**config.mk**
```make
export PLATFORM = sky130hd
export DESIGN_NAME = sdram_traffic_gen_flat
export DESIGN_NICKNAME = d
export VERILOG_FILES = /design/src/rtl/sdram_traffic_gen_if.sv /design/src/rtl/sdram_traffic_gen.sv /design/src/flat_wrapper.sv
export SDC_FILE = /design/constraint.sdc
export NUM_CORES = 1
export LEC_CHECK = 0
export CORE_ASPECT_RATIO = 2
export CORE_MARGIN = 5
export CORE_UTILIZATION = 47
export DETAILED_ROUTE_END_ITERATION = 12
export GPL_ROUTABILITY_DRIVEN = 0
export PLACE_DENSITY = 0.88
export SYNTH_ARGS = -nofsm -noshare
export SYNTH_HDL_FRONTEND = slang
export SYNTH_SLANG_ARGS = --single-unit
```
**constraint.sdc**
```tcl
create_clock -name sclk -period 4.43 [get_ports sclk]
set_input_delay 0.886 -clock sclk [delete_from_list [all_inputs] [get_ports sclk]]
set_output_delay 0.886 -clock sclk [all_outputs]
set_load 0.005 [all_outputs]
```
**src/rtl/sdram_traffic_gen_if.sv**
```systemverilog
`default_nettype none
// ============================================================================
// Module      : sdram_traffic_gen_if
// Description : Burst request/response bus between the traffic generator
//               (master) and the SDRAM controller (slave).
// Revision    : 1.0 - initial release
// ============================================================================
interface sdram_traffic_gen_if #(
    parameter int unsigned DATA_W    = 16,
    parameter int unsigned BURST_LEN = 4,
    parameter int unsigned COL_W     = 9,
    parameter int unsigned ROW_W     = 14,
    parameter int unsigned BA_W      = 3
);
    logic [BA_W-1:0]             ba;
    logic [ROW_W-1:0]            row;
    logic [COL_W-1:0]            col;
    logic                        wr_req;
    logic [DATA_W*BURST_LEN-1:0] wr_data;
    logic                        wr_ack;
    logic                        rd_req;
    logic                        rd_valid;
    logic [DATA_W-1:0]           rd_data;

    modport master (
        output ba, row, col, wr_req, wr_data, rd_req,
        input  wr_ack, rd_valid, rd_data
    );

    modport slave (
        input  ba, row, col, wr_req, wr_data, rd_req,
        output wr_ack, rd_valid, rd_data
    );
endinterface
`default_nettype wire

```
**src/rtl/sdram_traffic_gen.sv**
```systemverilog
`default_nettype none
// ============================================================================
// Module      : sdram_traffic_gen
// Description : Writes NUM_BURSTS bursts of an address-derived pattern and
//               reads them back, counting mismatches. Optional pattern
//               inversion is enabled by defining SDRAM_TG_INVERT_EN.
// Revision    : 1.0 - initial release
// ============================================================================
module sdram_traffic_gen #(
    parameter int unsigned DATA_W     = 16,
    parameter int unsigned BURST_LEN  = 4,
    parameter int unsigned COL_W      = 9,
    parameter int unsigned ROW_W      = 14,
    parameter int unsigned BA_W       = 3,
    parameter int unsigned NUM_BURSTS = 1024,
    parameter int unsigned TIMEOUT    = 4096
) (
    input  wire logic                        sclk,
    input  wire logic                        srst,
    input  wire logic                        start,
    input  wire logic [1:0]                  mode,
    input  wire logic                        invert,
    sdram_traffic_gen_if.master              mem,
    output logic                             busy,
    output logic                             done,
    output logic                             pass,
    output logic                             timeout,
    output logic [15:0]                      err_cnt,
    output logic [BA_W+ROW_W+COL_W-1:0]      first_err_addr
);

    localparam int unsigned c_ADDR_W  = BA_W + ROW_W + COL_W;
    localparam int unsigned c_LIN_W   = (c_ADDR_W > DATA_W) ? c_ADDR_W : DATA_W;
    localparam int unsigned c_J_SHIFT = $clog2(BURST_LEN);
    localparam int unsigned c_J_W     = (BURST_LEN > 1) ? c_J_SHIFT : 1;
    localparam int unsigned c_BI_W    = (NUM_BURSTS > 1) ? $clog2(NUM_BURSTS) : 1;
    localparam int unsigned c_TMO_W   = (TIMEOUT > 1) ? $clog2(TIMEOUT) : 1;

    localparam logic [c_BI_W-1:0]  c_LAST_BURST = c_BI_W'(NUM_BURSTS - 1);
    localparam logic [c_J_W-1:0]   c_LAST_WORD  = c_J_W'(BURST_LEN - 1);
    localparam logic [c_TMO_W-1:0] c_TMO_LAST   = c_TMO_W'(TIMEOUT - 1);

    typedef enum logic [1:0] {
        S_IDLE = 2'd0,
        S_WR   = 2'd1,
        S_RD   = 2'd2,
        S_DONE = 2'd3
    } state_t;

    state_t                r_state_q,    w_state_d;
    logic [c_BI_W-1:0]     r_burst_q,    w_burst_d;
    logic [c_J_W-1:0]      r_word_q,     w_word_d;
    logic [c_TMO_W-1:0]    r_tmo_q,      w_tmo_d;
    logic                  r_rd_after_q, w_rd_after_d;
    logic [15:0]           r_err_q,      w_err_d;
    logic [c_ADDR_W-1:0]   r_first_q,    w_first_d;
    logic                  r_timeout_q,  w_timeout_d;

    logic                  w_accept;
    logic                  w_tmo_hit;
    logic [c_LIN_W-1:0]    w_base;
    logic [c_LIN_W-1:0]    w_lin;
    logic [DATA_W-1:0]     w_mask;
    logic [DATA_W-1:0]     w_exp;

    assign w_accept  = start && ((r_state_q == S_IDLE) || (r_state_q == S_DONE));
    assign w_tmo_hit = (r_tmo_q == c_TMO_LAST);

    // Burst start is b*BURST_LEN; the word index fills the low bits.
    assign w_base = c_LIN_W'(r_burst_q) << c_J_SHIFT;
    assign w_lin  = w_base | c_LIN_W'(r_word_q);
    assign w_exp  = w_lin[DATA_W-1:0] ^ w_mask;

`ifdef SDRAM_TG_INVERT_EN
    logic r_inv_q, w_inv_d;

    always_comb begin
        w_inv_d = r_inv_q;
        if (w_accept) begin
            w_inv_d = invert;
        end
    end

    always_ff @(posedge sclk) begin
        if (srst) begin
            r_inv_q <= 1'b0;
        end else begin
            r_inv_q <= w_inv_d;
        end
    end

    assign w_mask = {DATA_W{r_inv_q}};
`else
    logic w_unused_invert;
    assign w_unused_invert = invert;
    assign w_mask          = '0;
`endif

    always_comb begin
        w_state_d    = r_state_q;
        w_burst_d    = r_burst_q;
        w_word_d     = r_word_q;
        w_tmo_d      = r_tmo_q;
        w_rd_after_d = r_rd_after_q;
        w_err_d      = r_err_q;
        w_first_d    = r_first_q;
        w_timeout_d  = r_timeout_q;

        case (r_state_q)
            S_IDLE, S_DONE: begin
                if (w_accept) begin
                    w_state_d    = (mode == 2'd1) ? S_RD : S_WR;
                    w_rd_after_d = (mode != 2'd0);
                    w_burst_d    = '0;
                    w_word_d     = '0;
                    w_tmo_d      = '0;
                    w_err_d      = '0;
                    w_first_d    = '0;
                    w_timeout_d  = 1'b0;
                end
            end

            S_WR: begin
                if (mem.wr_ack) begin
                    w_tmo_d = '0;
                    if (r_burst_q == c_LAST_BURST) begin
                        w_burst_d = '0;
                        w_state_d = r_rd_after_q ? S_RD : S_DONE;
                    end else begin
                        w_burst_d = r_burst_q + c_BI_W'(1);
                    end
                end else if (w_tmo_hit) begin
                    w_timeout_d = 1'b1;
                    w_state_d   = S_DONE;
                end else begin
                    w_tmo_d = r_tmo_q + c_TMO_W'(1);
                end
            end

            S_RD: begin
                if (mem.rd_valid) begin
                    w_tmo_d = '0;
                    if (mem.rd_data != w_exp) begin
                        // A zero count means this is the first mismatch of the pass.
                        if (r_err_q == 16'd0) begin
                            w_first_d = w_lin[c_ADDR_W-1:0];
                        end
                        if (r_err_q != 16'hFFFF) begin
                            w_err_d = r_err_q + 16'd1;
                        end
                    end
                    if (r_word_q == c_LAST_WORD) begin
                        w_word_d = '0;
                        if (r_burst_q == c_LAST_BURST) begin
                            w_burst_d = '0;
                            w_state_d = S_DONE;
                        end else begin
                            w_burst_d = r_burst_q + c_BI_W'(1);
                        end
                    end else begin
                        w_word_d = r_word_q + c_J_W'(1);
                    end
                end else if (w_tmo_hit) begin
                    w_timeout_d = 1'b1;
                    w_state_d   = S_DONE;
                end else begin
                    w_tmo_d = r_tmo_q + c_TMO_W'(1);
                end
            end

            default: begin
                w_state_d = S_IDLE;
            end
        endcase
    end

    always_ff @(posedge sclk) begin
        if (srst) begin
            r_state_q    <= S_IDLE;
            r_burst_q    <= '0;
            r_word_q     <= '0;
            r_tmo_q      <= '0;
            r_rd_after_q <= 1'b0;
            r_err_q      <= '0;
            r_first_q    <= '0;
            r_timeout_q  <= 1'b0;
        end else begin
            r_state_q    <= w_state_d;
            r_burst_q    <= w_burst_d;
            r_word_q     <= w_word_d;
            r_tmo_q      <= w_tmo_d;
            r_rd_after_q <= w_rd_after_d;
            r_err_q      <= w_err_d;
            r_first_q    <= w_first_d;
            r_timeout_q  <= w_timeout_d;
        end
    end

    assign {mem.ba, mem.row, mem.col} = w_base[c_ADDR_W-1:0];
    assign mem.wr_req = (r_state_q == S_WR);
    assign mem.rd_req = (r_state_q == S_RD);

    // Burst data is only driven while writing so it reads as zero otherwise.
    generate
        for (genvar gi = 0; gi < BURST_LEN; gi++) begin : g_wr_word
            logic [DATA_W-1:0] w_word_lin;
            assign w_word_lin = DATA_W'(w_base) + DATA_W'(gi);
            assign mem.wr_data[gi*DATA_W +: DATA_W] =
                (r_state_q == S_WR) ? (w_word_lin ^ w_mask) : '0;
        end
    endgenerate

    assign busy           = (r_state_q == S_WR) || (r_state_q == S_RD);
    assign done           = (r_state_q == S_DONE);
    assign pass           = done && (r_err_q == 16'd0) && !r_timeout_q;
    assign timeout        = r_timeout_q;
    assign err_cnt        = r_err_q;
    assign first_err_addr = r_first_q;

endmodule
`default_nettype wire
```
**src/flat_wrapper.sv**
```systemverilog
// flat-port wrapper written by rule: the top's interface ports become plain ports
module sdram_traffic_gen_flat 
#(
    parameter int unsigned DATA_W     = 16,
    parameter int unsigned BURST_LEN  = 4,
    parameter int unsigned COL_W      = 9,
    parameter int unsigned ROW_W      = 14,
    parameter int unsigned BA_W       = 3,
    parameter int unsigned NUM_BURSTS = 1024,
    parameter int unsigned TIMEOUT    = 4096
)
  (sclk, srst, start, mode, invert, busy, done, pass, timeout, err_cnt, first_err_addr, mem_ba, mem_row, mem_col, mem_wr_req, mem_wr_data, mem_rd_req, mem_wr_ack, mem_rd_valid, mem_rd_data);
  sdram_traffic_gen_if #(.DATA_W(DATA_W), .BURST_LEN(BURST_LEN), .COL_W(COL_W), .ROW_W(ROW_W), .BA_W(BA_W)) mem_i ();
  input  wire logic sclk;
  input  wire logic srst;
  input  wire logic start;
  input  wire logic [1:0] mode;
  input  wire logic invert;
  output logic busy;
  output logic done;
  output logic pass;
  output logic timeout;
  output logic [15:0] err_cnt;
  output logic [BA_W+ROW_W+COL_W-1:0] first_err_addr;
  output wire logic [$bits(mem_i.ba)-1:0] mem_ba;
  output wire logic [$bits(mem_i.row)-1:0] mem_row;
  output wire logic [$bits(mem_i.col)-1:0] mem_col;
  output wire logic [$bits(mem_i.wr_req)-1:0] mem_wr_req;
  output wire logic [$bits(mem_i.wr_data)-1:0] mem_wr_data;
  output wire logic [$bits(mem_i.rd_req)-1:0] mem_rd_req;
  input wire logic [$bits(mem_i.wr_ack)-1:0] mem_wr_ack;
  input wire logic [$bits(mem_i.rd_valid)-1:0] mem_rd_valid;
  input wire logic [$bits(mem_i.rd_data)-1:0] mem_rd_data;
  assign mem_ba = mem_i.ba;
  assign mem_row = mem_i.row;
  assign mem_col = mem_i.col;
  assign mem_wr_req = mem_i.wr_req;
  assign mem_wr_data = mem_i.wr_data;
  assign mem_rd_req = mem_i.rd_req;
  assign mem_i.wr_ack = mem_wr_ack;
  assign mem_i.rd_valid = mem_rd_valid;
  assign mem_i.rd_data = mem_rd_data;
  sdram_traffic_gen #(.DATA_W(DATA_W), .BURST_LEN(BURST_LEN), .COL_W(COL_W), .ROW_W(ROW_W), .BA_W(BA_W), .NUM_BURSTS(NUM_BURSTS), .TIMEOUT(TIMEOUT)) u_core (.sclk(sclk), .srst(srst), .start(start), .mode(mode), .invert(invert), .mem(mem_i), .busy(busy), .done(done), .pass(pass), .timeout(timeout), .err_cnt(err_cnt), .first_err_addr(first_err_addr));
endmodule
```
; Word-level counts from Yosys, hierarchy flattened
; Index checks and enable logic that the tools add are counted.
[totals]
reg_bits = 70
latchBits = 0
ram_bits = 0
romBits = 0
inputBits = 24
output_inout_bits = 138
wordCells = 99
n_memories = 0
[classes]
n_addsub = 7
n_mul = 0
div = 0
magnitude_cmp = 0
eq_ne = 21
shift = 0
mux = 44
bitwise_logic = 1
n_reduce_logical = 18
[op_table]
columns = op, n
row1 = 16-bit two-way mux, 7
row2 = 26-bit two-way mux, 4
row3 = 12-bit two-way mux, 5
row4 = 26-bit one-hot mux with 2 select lines, 1
row5 = 10-bit two-way mux, 5
row6 = 12-bit one-hot mux with 3 select lines, 1
row7 = 16-bit one-hot mux with 2 select lines, 1
row8 = 10-bit one-hot mux with 3 select lines, 1
row9 = 12-bit by 2-bit adder with 13-bit output (second input constant), 2
row10 = 2-bit two-way mux, 11
row11 = 16-bit by 1-bit adder with 16-bit output (second input constant), 1
row12 = 16-bit logical NOT, 1
row13 = 16-bit != test, 1
row14 = 16-bit != test (second input constant), 1
row15 = 2-bit by 1-bit != test with 1-bit output (second input constant), 7
row16 = 12-bit by 1-bit adder with 13-bit output (second input constant), 1
row17 = 12-bit by 1-bit adder with 12-bit output (second input constant), 1
row18 = 12-bit == test (second input constant), 1
row19 = 12-bit by 2-bit OR with 12-bit output, 1
row20 = 10-bit by 1-bit adder with 10-bit output (second input constant), 1
row21 = 10-bit == test (second input constant), 1
row22 = 5-bit AND reduction, 2
row23 = 3-bit by 2-bit != test with 1-bit output (second input constant), 3
row24 = 4-bit AND reduction, 2
row25 = 16 further kinds, 29

; Depth between registers and ports, before layout
; Gate-level depths: netlist of run 1.
[depth]
ltp_word = 5
depth_mapped = 9
mapped_depth_nobuf = 7

; Least setup slack after synthesis of run 1
; No wires, ideal clock.
[synth_timing]
path_kind = input port to flip-flop
startpoint = input port mem_rd_data[13]
endpoint = register u_core.r_first_q[10] (netlist: u_core.first_err_addr[10])
setup_ns = 0.060
arrival_ns = 2.227
required_ns = 4.370
path_slack_ns = 2.144
stages = 7
n_path_buf = 2
path_cell_list = nor4_1 -> nand4_1 -> or4_4 -> buf_6 -> a21oi_4 -> buf_6 -> a22o_1
[synth_via]
elab_chain_cells = 3
[synth_lines]
columns = element, line
row1 = from (decl), flat_wrapper.sv:33  ; input wire logic [$bits(mem_i.rd_data)-1:0] mem_rd_data;
row2 = 16-bit != test, sdram_traffic_gen.sv:143  ; if (mem.rd_data != w_exp) begin
row3 = 2-bit by 1-bit != test with 1-bit output (no source line), -
row4 = 5-bit AND reduction (no source line), -
row5 = to (signal assigned), sdram_traffic_gen.sv:194  ; r_first_q <= w_first_d;
row6 = to (decl), sdram_traffic_gen.sv:56  ; logic [c_ADDR_W-1:0] r_first_q, w_first_d;
; Every way passes these cells.
; A chain may end at the register's enable or synchronous reset.

; Worst setup path after layout of run 1
[layout_timing]
startpoint = register u_core.r_err_q[0] (netlist: u_core.err_cnt[0])
endpoint = output port pass
[layout_via]
elab_chain_cells = 3
[layout_lines]
columns = element, line
row1 = from (decl), sdram_traffic_gen.sv:55  ; logic [15:0] r_err_q, w_err_d;
row2 = from (signal assigned), sdram_traffic_gen.sv:193  ; r_err_q <= w_err_d;
row3 = 16-bit logical NOT, sdram_traffic_gen.sv:215  ; assign pass = done && (r_err_q == 16'd0) && !r_timeout_q;
row4 = 1-bit logical AND (2 in series), sdram_traffic_gen.sv:215
row5 = to (decl), flat_wrapper.sv:21  ; output logic pass;
; Every way passes these cells.

==> results.yml, run 1 <==
setup_path:
  path_max_fanout: 7
  timing.rr.end: "u_core.err_cnt[11]"
  r2r_slack_ns: 1.53
  worstSetupPathType: "register to primary output"
  cpMaxStageDelayCell: "clkdlybuf4s50_1"
  r2r-start: "u_core.r_state_q[0]"
  crit_family: "simple AND/OR/NAND/NOR gates"
  endpoint_kind: "primary output"
  arrival_ns: 2.29
  required_ns: 3.54
  path_cells: "inv_1, ha_1, nor4b_1, nand4_1, nor3b_1, clkdlybuf4s50_1"
  critPathMaxStageDelay_ns: 0.55
  reg2regPathDepth: 7
  path_depth: 6
  worst_setup_path_start_kind: "register"
  path_buf_inv: 2
floorplanning:
  rows: 46
  die_area_um2: 10000
  start_util: 0.480
  ioPinCount: 162
  die_y_um: 137
  fp.dieW_um: 73.4
  core_um2: 7890
clocking:
  ctsHoldBuffers: 0
  clock-root-buffer: "clkbuf_16"
  tritoncts: "done"
  cts.sinks: 56
  path_clk_slew_ns: 0.07
  clock_path_buffers: 2
  cts_max_level: 2
  cts-resized-gates: 0
  cts_setup_buffers: 0
  insertion_delay_ns: 0.30
  cts_buffers: 5
power:
  power.switching_mw: 0.680
  p_comb_frac: 0.411
  power.total_mw: 1.77
  p_leak_nw: 1.67
  ir_drop_uv: 206
  pwr-share-seq: 0.322
  p_int_mw: 1.09
  swShare: 0.383
  power_density_nw_per_um2: 382
  clkPwrFrac: 0.267
grt:
  antenna_found_initial: 0
  grt_util_all_layers: 0.204
  gr-total-overflow: 0
  grt_max_degree: 30
  grt_pass1_vias: 3344
  grt_pass1_wl_mm: 16.4
final_layout:
  instances_no_fill: 622
  drive_gt1_frac: 0.0494
  final_nets: 557
  stdcell_area_um2: 4650
  num_antenna_cells: 0
  area.growth.synth_to_final_pct: 23.0
  final_util: 0.590
detailed_routing:
  num_vias: 3536
  antenna_left: 0
  via_per_inst: 5.68
  drt-initial-drc-count: 432
  remaining_drc_errors: 0
  wirelength_mm: 10.7
  avgRoutedWirePerCell_um: 17.1
  drtPass1Iterations: 5
timing:
  finalCritPeriodShare: 0.718
  setup_tns_ns: 0
  fmax_mhz: 315
  grt_setup_unrepaired: "no"
  max_slew_margin: 0.316
  hold_viol: 0
  clock_skew_ns: 0.00660
  setup_viol: 0
  period_needed_ns: 3.18
  tightest_slew_ns: 1.02
  slew_violations: 0
synth:
  yosysMostFrequentCell: "buf_4"
  syn_avg_cell_area_um2: 8.20
  synthFlopType: "dfxtp_1"
  synthTopCellsByArea: "dfxtp_1 (30%), buf_4 (17%), a21oi_1 (3.7%)"
  synthesis.area_um2: 3780
  yosysWarningCount: 0
  synth.top_cell.area_share: 0.296
  synth_largest_area_cell: "dfxtp_1"
  synth_seq_area_share: 0.296
  yosysUniqueCellTypes: 61
  ys_ff_latch: 56
  synth_edf_count: 0
  syn_inst: 461
  synthTopCellsByCount: "buf_4 (84), dfxtp_1 (56), a21oi_1 (28)"
  synthArstFlopShare: 0
hold_path:
  holdPathEnd: "u_core.first_err_addr[11]"
  hold_depth: 1
  min-delay-start: "u_core.first_err_addr[11]"
  hold_path.class: "register to register"
placed_design:
  place_inst: 614
  port_buffers: 110
  placed_cell_area_um2: 4470
  dp_hpwl_mm: 8.25
flow_run:
  max_cap_viol_count: 0
run_status:
  status: "finished, final reports clean"
## worst register-to-register path: stages, from the launching register on
cell     delay (ns)
dfxtp_1        0.37
inv_1          0.09
ha_1           0.53
nor2b_1        0.87
nor3_1         0.25
nor2_1         0.47
nand2_1        0.12
mux2i_1        0.15
## worst max-delay path by stage
stage                     slack, ns                        end         startpoint
after CTS                      1.29                       pass  u_core.err_cnt[0]
final                          1.25                       pass  u_core.err_cnt[0]
after floorplan                2.14  u_core.first_err_addr[10]    mem_rd_data[13]
after detailed placement       1.16         u_core.err_cnt[11]              start
after global routing           1.17                       pass  u_core.err_cnt[0]
after global placement         1.25          u_core.err_cnt[4]              start
## cell type report
type | instances | area, um2
fillers | 690 | 3240
multi-input cells | 342 | 2080
repair buffers | 113 | 1120
flip-flops and latches | 56 | 1120
clock buffers | 6 | 139
well taps | 96 | 120
clock inverters | 2 | 38.8
inverters | 7 | 26.3
## power groups by stage
stage,logic (mW),registers [mW],clock network [mW]
global route,0.808,0.575,0.500
CTS,0.727,0.570,0.474
finish,0.729,0.571,0.474
floorplan,0.541,0.571,0
global placement,0.697,0.579,0
detailed placement,0.721,0.582,0
## sequential cells by signal, indices dropped and copies added, names as in the netlist
register               count
u_core.timeout             1
u_core.r_tmo_q            12
u_core.err_cnt            16
u_core.r_burst_q          10
u_core.first_err_addr     12
u_core.r_rd_after_q        1
u_core.r_word_q            2
u_core.r_state_q           2
## metrics by stage
step	worst slack [ns]	hold slack, ns
CTS	1.29	0.484
global route	1.17	0.502
detailed placement	1.16	0.467
global placement	1.25	0.462
floorplan	2.14	0.463
finish	1.25	0.484
## cell usage in the layout (no fill, tap or decap), types with 3 or more instances in the layout
master	synthesis	routed
or4_1	5	5
xnor2_1	12	12
conb_1	1	50
a31oi_1	6	6
nor4_2	2	3
nor4_1	9	8
clkdlybuf4s50_1	0	110
mux2i_1	7	7
nand4_1	15	15
or3_1	12	12
clkbuf_16	0	5
nor3_1	14	14
a21oi_1	28	28
o21ai_0	18	18
nor2b_1	3	3
nand2_1	27	27
ha_1	8	8
and3_1	10	10
nand2b_1	4	4
nand3_1	21	21
nor2_1	18	18
dfxtp_1	56	56
and2_1	10	10
a22o_1	12	12
o21ai_1	5	5
xor2_1	5	5
buf_4	84	3
nor4b_1	3	3
inv_1	7	7
## per-layer routing
metal / share of wire / wire, um / GRT usage
met2: 0.55 / 5870 / 0.374
met1: 0.34 / 3590 / 0.218
met5: 0 / 0 / 0
met3: 0.074 / 794 / 0.0353
met4: 0.039 / 419 / 0.0988
## logic make-up (layout without fill, tap and decap cells)
family                   count (synthesis)  after routing  share of synthesized area
other                                    1             50                   0.000992
flip-flops                              56             56                      0.296
multiplexers                             7              7                     0.0185
buffers and inverters                  112            128                      0.204
AO/OA/AOI/OAI                           91             91                      0.155
AND/OR/NAND/NOR                        168            168                      0.255
XOR/XNOR                                18             18                     0.0437
adder cells (fa/ha/maj)                  8              8                     0.0265
(Power assumes the default switching activity.)
==> run 2: changes to the inputs <==
CORE_UTILIZATION = 43   (was 47)
PLACE_DENSITY = 0.81   (was 0.88)
clock period = 3.24 ns   (was 4.43 ns; I/O delays follow)
==> run 2 against run 1 <==
Against the previous run: die area up 8.3%; total power rose by 39%; sequential power is 37% higher; clock-buffer cell count down 1; register-to-register slack lost 0.99 ns; clock skew down 0.0017 ns; critical path depth stayed put.
==> results.yml, run 2 (same netlist as run 1, synthesis figures left out) <==
floorplanning:
  die_area_um2: 10900
  core_um2: 8650
  rows: 48
  fp.dieW_um: 76.3
  start_util: 0.437
  die_y_um: 143
  ioPinCount: 162
hold_path:
  min-delay-start: "u_core.first_err_addr[11]"
  holdPathEnd: "u_core.first_err_addr[11]"
  hold_depth: 1
  hold_path.class: "register to register"
clocking:
  clock_path_buffers: 2
  cts.sinks: 56
  tritoncts: "done"
  path_clk_slew_ns: 0.07
  cts_setup_buffers: 0
  insertion_delay_ns: 0.30
  cts-resized-gates: 0
  cts_buffers: 5
  ctsHoldBuffers: 0
  clock-root-buffer: "clkbuf_16"
  cts_max_level: 2
final_layout:
  final_common_cell: "clkdlybuf4s50_1"
  fillers: 827
  seq_area_um2: 1120
  drive_gt1_frac: 0.0566
  multi_input_area_um2: 2080
  final_nets: 561
  stdcell_area_um2: 4680
  area.growth.synth_to_final_pct: 23.8
  num_antenna_cells: 0
  largest_reg_flops: 16
  final_util: 0.541
  instances_no_fill: 630
  layout_common_cells: "clkdlybuf4s50_1 (110), dfxtp_1 (56), conb_1 (50)"
setup_path:
  r2r_slack_ns: 0.54
  path_buf_inv: 2
  required_ns: 2.59
  worst_setup_path_start_kind: "register"
  r2r-start: "u_core.r_state_q[0]"
  endpoint_kind: "primary output"
  cpMaxStageDelayCell: "clkdlybuf4s50_1"
  path_cells: "inv_1, ha_1, nor4b_1, nand4_1, nor3b_1, clkdlybuf4s50_1"
  worstSetupPathType: "register to primary output"
  critPathMaxStageDelay_ns: 0.55
  crit_family: "simple AND/OR/NAND/NOR gates"
  reg2regPathDepth: 8
  timing.rr.end: "u_core.r_burst_q[5]"
  path_max_fanout: 7
  arrival_ns: 2.24
power:
  power_density_nw_per_um2: 526
  p_leak_nw: 1.68
  ir_drop_uv: 318
  power.total_mw: 2.46
timing:
  setup_tns_ns: 0
  clock_skew_ns: 0.00494
  period_needed_ns: 2.89
  max_slew_margin: 0.186
  finalCritPeriodShare: 0.893
  hold_viol: 0
  fmax_mhz: 346
  grt_setup_unrepaired: "no"
  slew_violations: 0
  holdWs_ns: 0.483
  setup_viol: 0
  setup_ws_ns: 0.347
  tightest_slew_ns: 1.21
detailed_routing:
  avgRoutedWirePerCell_um: 16.9
  remaining_drc_errors: 0
  num_vias: 3529
  drtPass1Iterations: 4
  antenna_left: 0
  wirelength_mm: 10.6
  drt-initial-drc-count: 301
  via_per_inst: 5.60
flow_run:
  max_cap_viol_count: 0
grt:
  antenna_found_initial: 0
  grt_max_degree: 29
  grt_util_all_layers: 0.186
  gr-total-overflow: 0
  grt_pass1_wl_mm: 17.0
  grt_pass1_vias: 3519
run_status:
  status: "finished, final reports clean"
placed_design:
  placed_cell_area_um2: 4510
  place_inst: 622
  port_buffers: 110
  preCtsSetupSlack_ns: 0.363
  dp_hpwl_mm: 8.39
run 2: power by group:
part	total [mW]	internal (mW)	switching (mW)
Clock	0.636	0.368	0.268
Sequential	0.782	0.725	0.0568
Combinational	1.04	0.417	0.624
run 2: final cells by class:
class,count,share of cell area
multi-input combinational,342,0.445
clock buffer,5,0.0267
tap,100,0.0267
clock inverter,3,0.0102
timing repair buffer,117,0.247
sequential,56,0.240
inverter,7,0.00561
run 2: per-layer routing:
layer / up-vias / track usage / routed length (um) / part of all wire
met2: 157 / 0.370 / 6010 / 0.56
met3: 28 / 0.0379 / 763 / 0.072
li1: 1661 / - / - / -
met4: 0 / 0.0940 / 396 / 0.037
met5: - / 0 / 0 / 0
met1: 1683 / 0.175 / 3480 / 0.33
run 2: worst max-delay path by stage:
stage	from	endpoint	cells past startpoint
floorplan	mem_rd_data[13]	u_core.first_err_addr[10]	7
global placement	mem_rd_valid	u_core.first_err_addr[8]	6
CTS	u_core.err_cnt[0]	pass	6
detailed placement	start	u_core.r_burst_q[5]	7
global route	u_core.err_cnt[0]	pass	6
finish	u_core.err_cnt[0]	pass	6
